## src/rtl/soc_int_arbiter.sv

```systemverilog
// soc_int_arbiter: picks one pending interrupt source, raises irq to the core,
// clears the source flag on ack and holds busy until end-of-interrupt.
// Optional round-robin selection is enabled by defining SOC_INT_ARB_RR_EN;
// without it the lowest pending index always wins.
module soc_int_arbiter #(
  parameter int unsigned NUM_INTS    = 32,
  parameter int unsigned ACK_TIMEOUT = 255
) (
  input  logic                        clk,
  input  logic                        res,
  input  logic [NUM_INTS-1:0]         pending,
  output logic [NUM_INTS-1:0]         int_clear,
  output logic                        irq,
  output logic [$clog2(NUM_INTS)-1:0] irq_id,
  input  logic                        irq_ack,
  input  logic                        irq_done,
  output logic                        busy,
  output logic                        timeout
);

  localparam int unsigned ID_W    = $clog2(NUM_INTS);
  localparam int unsigned CNT_W   = (ACK_TIMEOUT < 2) ? 1 : $clog2(ACK_TIMEOUT + 1);
  localparam int unsigned TO_LAST = (ACK_TIMEOUT > 0) ? ACK_TIMEOUT - 1 : 0;
  localparam logic [ID_W-1:0] LAST_ID = ID_W'(NUM_INTS - 1);

  typedef enum logic [1:0] {ST_IDLE, ST_REQUEST, ST_SERVICE} state_t;

  state_t              r_state;
  logic                r_irq;
  logic [ID_W-1:0]     r_irq_id;
  logic [NUM_INTS-1:0] r_int_clear;
  logic                r_busy;
  logic                r_timeout;
  logic [CNT_W-1:0]    r_cnt;

  logic [ID_W-1:0]     w_winner;
  logic [NUM_INTS-1:0] w_onehot;
  logic                w_sel;
  logic                w_accept;
  logic                w_expire;

  assign irq       = r_irq;
  assign irq_id    = r_irq_id;
  assign int_clear = r_int_clear;
  assign busy      = r_busy;
  assign timeout   = r_timeout;

  // One-hot decode of the currently requested source
  always_comb begin
    w_onehot = '0;
    for (int i = 0; i < NUM_INTS; i++) begin
      w_onehot[i] = (r_irq_id == ID_W'(i));
    end
  end

  // Requested source still pending; ack wins, then withdraw, then timeout
  assign w_sel    = |(pending & w_onehot);
  assign w_accept = (r_state == ST_REQUEST) && irq_ack;
  assign w_expire = (r_state == ST_REQUEST) && !irq_ack && w_sel &&
                    (ACK_TIMEOUT > 0) && (r_cnt == CNT_W'(TO_LAST));

`ifdef SOC_INT_ARB_RR_EN
  localparam int unsigned SUM_W = ID_W + 1;

  logic [ID_W-1:0]       r_ptr;
  logic [2*NUM_INTS-1:0] w_dbl;
  logic [NUM_INTS-1:0]   w_rot;
  logic [ID_W-1:0]       w_k;
  logic [SUM_W-1:0]      w_sum;

  // Rotate pending so the pointer sits at bit 0, then take the lowest set bit
  always_comb begin
    w_dbl = {pending, pending} >> r_ptr;
    w_rot = w_dbl[NUM_INTS-1:0];
    w_k   = '0;
    for (int i = NUM_INTS - 1; i >= 0; i--) begin
      if (w_rot[i]) w_k = ID_W'(i);
    end
    w_sum = {1'b0, r_ptr} + {1'b0, w_k};
    if (w_sum >= SUM_W'(NUM_INTS)) w_winner = ID_W'(w_sum - SUM_W'(NUM_INTS));
    else                           w_winner = ID_W'(w_sum);
  end

  // Pointer moves past the served source on ack or timeout, not on withdraw
  always_ff @(posedge clk) begin
    if (res) begin
      r_ptr <= '0;
    end else if (w_accept || w_expire) begin
      r_ptr <= (r_irq_id == LAST_ID) ? '0 : r_irq_id + ID_W'(1);
    end
  end
`else
  // Fixed priority: lowest pending index wins
  always_comb begin
    w_winner = '0;
    for (int i = NUM_INTS - 1; i >= 0; i--) begin
      if (pending[i]) w_winner = ID_W'(i);
    end
  end
`endif

  // Arbiter FSM with registered outputs; clear and timeout are single-cycle pulses
  always_ff @(posedge clk) begin
    if (res) begin
      r_state     <= ST_IDLE;
      r_irq       <= 1'b0;
      r_irq_id    <= '0;
      r_int_clear <= '0;
      r_busy      <= 1'b0;
      r_timeout   <= 1'b0;
      r_cnt       <= '0;
    end else begin
      r_int_clear <= '0;
      r_timeout   <= 1'b0;
      case (r_state)
        ST_IDLE: begin
          if (|pending) begin
            r_irq_id <= w_winner;
            r_irq    <= 1'b1;
            r_cnt    <= '0;
            r_state  <= ST_REQUEST;
          end
        end
        ST_REQUEST: begin
          if (w_accept) begin
            r_irq       <= 1'b0;
            r_busy      <= 1'b1;
            r_int_clear <= w_onehot;
            r_state     <= ST_SERVICE;
          end else if (!w_sel) begin
            r_irq   <= 1'b0;
            r_state <= ST_IDLE;
          end else if (w_expire) begin
            r_irq     <= 1'b0;
            r_timeout <= 1'b1;
            r_state   <= ST_IDLE;
          end else begin
            r_cnt <= r_cnt + CNT_W'(1);
          end
        end
        ST_SERVICE: begin
          if (irq_done) begin
            r_busy  <= 1'b0;
            r_state <= ST_IDLE;
          end
        end
        default: begin
          r_irq   <= 1'b0;
          r_busy  <= 1'b0;
          r_state <= ST_IDLE;
        end
      endcase
    end
  end

endmodule

```

## config.mk

```make
export PLATFORM = sky130hd
export DESIGN_NAME = soc_int_arbiter
export DESIGN_NICKNAME = d
export VERILOG_FILES = /design/src/rtl/soc_int_arbiter.sv
export SDC_FILE = /design/constraint.sdc
export NUM_CORES = 1
export LEC_CHECK = 0
export CORE_ASPECT_RATIO = 1.5
export CORE_MARGIN = 4
export CORE_UTILIZATION = 43
export CTS_CLUSTER_DIAMETER = 80
export DETAILED_ROUTE_END_ITERATION = 10
export PLACE_DENSITY_LB_ADDON = 0.12
export SYNTH_ARGS = -nofsm -noshare
export SYNTH_HDL_FRONTEND = slang
export SYNTH_SLANG_ARGS = --single-unit
```

## constraint.sdc

```tcl
create_clock -name clk -period 2.17 [get_ports clk]
set_input_delay 0.3255 -clock clk [delete_from_list [all_inputs] [get_ports clk]]
set_output_delay 0.3255 -clock clk [all_outputs]
set_load 0.005 [all_outputs]
```

==> results by group <==
Synth
  – Post-synth EDFFs: 0
  – Net count after synthesis: 343
  – Post-synthesis sequential area ratio: 38.9%
  – Avg Cell Area, Syn: 8.43 um^2
  – Ys async rst share: 0%
  – Unique masters post-synth: 51
  – Synth Cell Area: around 0.0026 mm^2
  – Synthesized instance count: between 300 and 400
  – Number of synthesis warnings: 0
  – Top FF cell, synth: dfxtp_1
  – FF+latch count, synth: 50

Route
  – WL/cell: 14.4 um
  – Via density: 5.41
  – 1st-pass router iterations: 6
  – Total number of vias: 2754
  – DR DRC count: 0
  – Initial drt markers: 101
  – WL final: 7340 um
  – Post-route ant nets: 0

Critical path
  – Worst path top cell family by delay: simple AND/OR/NAND/NOR gates
  – CP bufs+invs: 1
  – Startpoint Class: input port
  – Worst Path Required: 2.42 ns
  – Largest stage delay, worst path: 0.43 ns
  – Cell Chain, Critical Path: clkdlybuf4s50_1 -> nor4_2 -> nand4_1 -> o31a_1 -> and2_4 -> or3_1 -> mux2i_1
  – Critical path fanouts, max: 9
  – Critical path data arrival time: about 2.4 ns
  – CP max stage cell: clkdlybuf4s50_1
  – CP endpoint kind: register
  – CP Class: in2reg

STA
  – Worst slew pin tran: 0.394 ns
  – Worst setup margin: 0.0336 ns
  – RSZ-0062 raised after global routing: true
  – Final setup vio count: 0
  – Final hold vios: 0
  – Count of pins over their slew limit: 0
  – Fin crit share: 98.5%
  – Max Fclk: 468 MHz
  – Final Critical Period: ~2.1 ns
  – Layout Skew: 0.0138 ns
  – Relative slew slack: 73.5%

Job
  – Max cap viols: 0

Place
  – DP HPWL: 5930 um
  – Number of port buffers: 75
  – Inst Count DP: 499
  – Post-place setup slack: -0.449 ns
  – GPL Wtd Cong: 0.937

Global route
  – Tot GR Track Use: 20.6%
  – Largest net degree at the start of global routing: 19
  – Global route overflow: 0
  – Initial antenna violation count: 0
  – Vias in the first global route: about 2700
  – Global-route wire length before repair: between 10000 and 15000 um

Die
  – Die footprint: 0.00731 mm^2
  – Initial Utilization: between 40% and 50%
  – Die X: 71.1 um
  – I/O pin count: 76
  – Die Ht: between 100 and 150 um
  – Row cnt: 34
  – Core area: approximately 0.0058 mm^2

Clocking
  – CTS tree: yes
  – Num CTS Buffers: 5
  – Skew-Pair Late Insertion Delay: 0.31 ns
  – Clock transition at path regs: 0.11 ns
  – CTS Buffer Depth: 2
  – Hold_buf cts: 0
  – CTS root buffer: clkbuf_8
  – Clock Sinks: 50
  – H-tree lvl count: 2

Cells and area
  – Ratio of cells with drive above 1 in the final layout: 24.3%
  – Antenna cells: 0
  – Nets@finish: 474
  – Area growth syn-to-layout: 54.3%
  – Fin cells: 509

Power and ir drop
  – P per Cell Area: 493 mW/mm^2
  – Peak VDD IR: 0.410 mV
  – Leakage: ~1.5 nW

Min path
  – Hold WC Path Type: reg2reg

Run status
  – Status: finished clean
-- path summary, 6_finish.rpt --
check                         startpoint                 endpoint  slack, ns  cells past startpoint
setup / recovery             pending[15]    r_cnt[1]$_SDFFE_PP0P_       0.03                      7
hold / removal     r_cnt[4]$_SDFFE_PP0P_    r_cnt[4]$_SDFFE_PP0P_       0.47                      2
setup reg to reg  irq_id[4]$_SDFFE_PP0P_  r_state[0]$_SDFFE_PP0P_       0.06                      7
hold reg to reg    r_cnt[4]$_SDFFE_PP0P_    r_cnt[4]$_SDFFE_PP0P_       0.47                      2
-- metrics by stage --
| step | TNS (ns) | cell area (um^2) | hold slack (ns) | power [W] | util [%] |
|---|---|---|---|---|---|
| CTS | 0 | 3920 | 0.474 | 0.00195 | 67.8 |
| floorplan | 0 | 2570 | 0.439 | 0.00116 | - |
| global route | -0.491 | 3970 | 0.499 | 0.00203 | 68.6 |
| detailed placement | -5.74 | 3780 | 0.460 | 0.00138 | 65.4 |
| global placement | -5.34 | 3780 | 0.451 | 0.00138 | 65.4 |
| finish | 0 | 3970 | 0.473 | 0.00196 | 68.6 |
-- cell usage after synthesis, types with 4 or more instances --
cell type,number,share of area (%)
a211oi_1,4,1.2
a21oi_1,22,4.3
buf_6,4,1.8
clkbuf_1,7,1.0
dfxtp_1,50,39
inv_1,12,1.8
mux2i_1,14,5.4
nand2_1,25,3.6
nand2b_1,4,0.97
nand3_1,5,0.97
nand3b_1,4,1.2
nand4_1,10,2.4
nor2_1,41,6.0
nor3_1,18,3.5
nor4_1,9,2.2
nor4_2,6,2.9
o21ai_0,10,1.9
or3_1,9,2.2
-- cell usage in the layout (no fill, tap or decap), types with 8 or more instances in the layout --
master and n:
clkdlybuf4s50_1 69, buf_4 66, dfxtp_1 45, nor2_1 40
nand2_1 25, a21oi_1 21, nor3_1 18, mux2i_1 14
inv_1 12, nand4_1 10, or3_1 9, o21ai_0 9
nor4_2 8
-- cells by family after synthesis --
family	count (synthesis)	synth area share [%]
and+or+nand+nor	154	33.2
muxes	16	6.76
DFF	50	38.9
AOI/OAI and AO/OA	54	14.2
adders and majority gates	2	0.973
buffers and inverters	29	5.99
-- repair_timing --
item,CTS,global route
pin swaps,4,7
hold endpoints to repair,0,0
setup endpoints to repair,12,13
gates resized for setup,13,13
setup buffers,2,0
-- layer usage --
layer / routed length [um] / up-vias / global-route usage, %
met5: 0 / - / 0
met4: 189 / 0 / 8.54
met3: 405 / 16 / 2.73
met2: 3950 / 100 / 39.6
met1: 2800 / 1272 / 22.4
li1: - / 1366 / -
-- layout make-up --
cell class,count,area (um^2)
Clock buffer,5,68.8
Clock inverter,3,28.8
Fill cell,515,1820
Inverter,12,45.0
Multi-Input combinational cell,226,1480
Sequential cell,50,1010
Tap cell,72,90.1
Timing Repair Buffer,141,1250
-- worst min-delay path, cell delays in order (launching register included) --
cell and delay, ns:
dfxtp_1 0.33, nand2_1 0.05, mux2i_1 0.05
-- state kept, by name, indices dropped and copies added, names as in the netlist --
register,flops
timeout,1
irq,1
r_cnt,8
busy,1
r_state,2
int_clear,32
irq_id,5
-- power by group --
group / total, W / internal [W] / switching [W]
clock: 0.000577 / 0.000239 / 0.000338
combinational: 0.000422 / 0.000225 / 0.000196
sequential: 0.000957 / 0.000934 / 0.0000235
total: 0.00196 / 0.00140 / 0.000558
No activity file was read; power rests on OpenSTA's default activity.
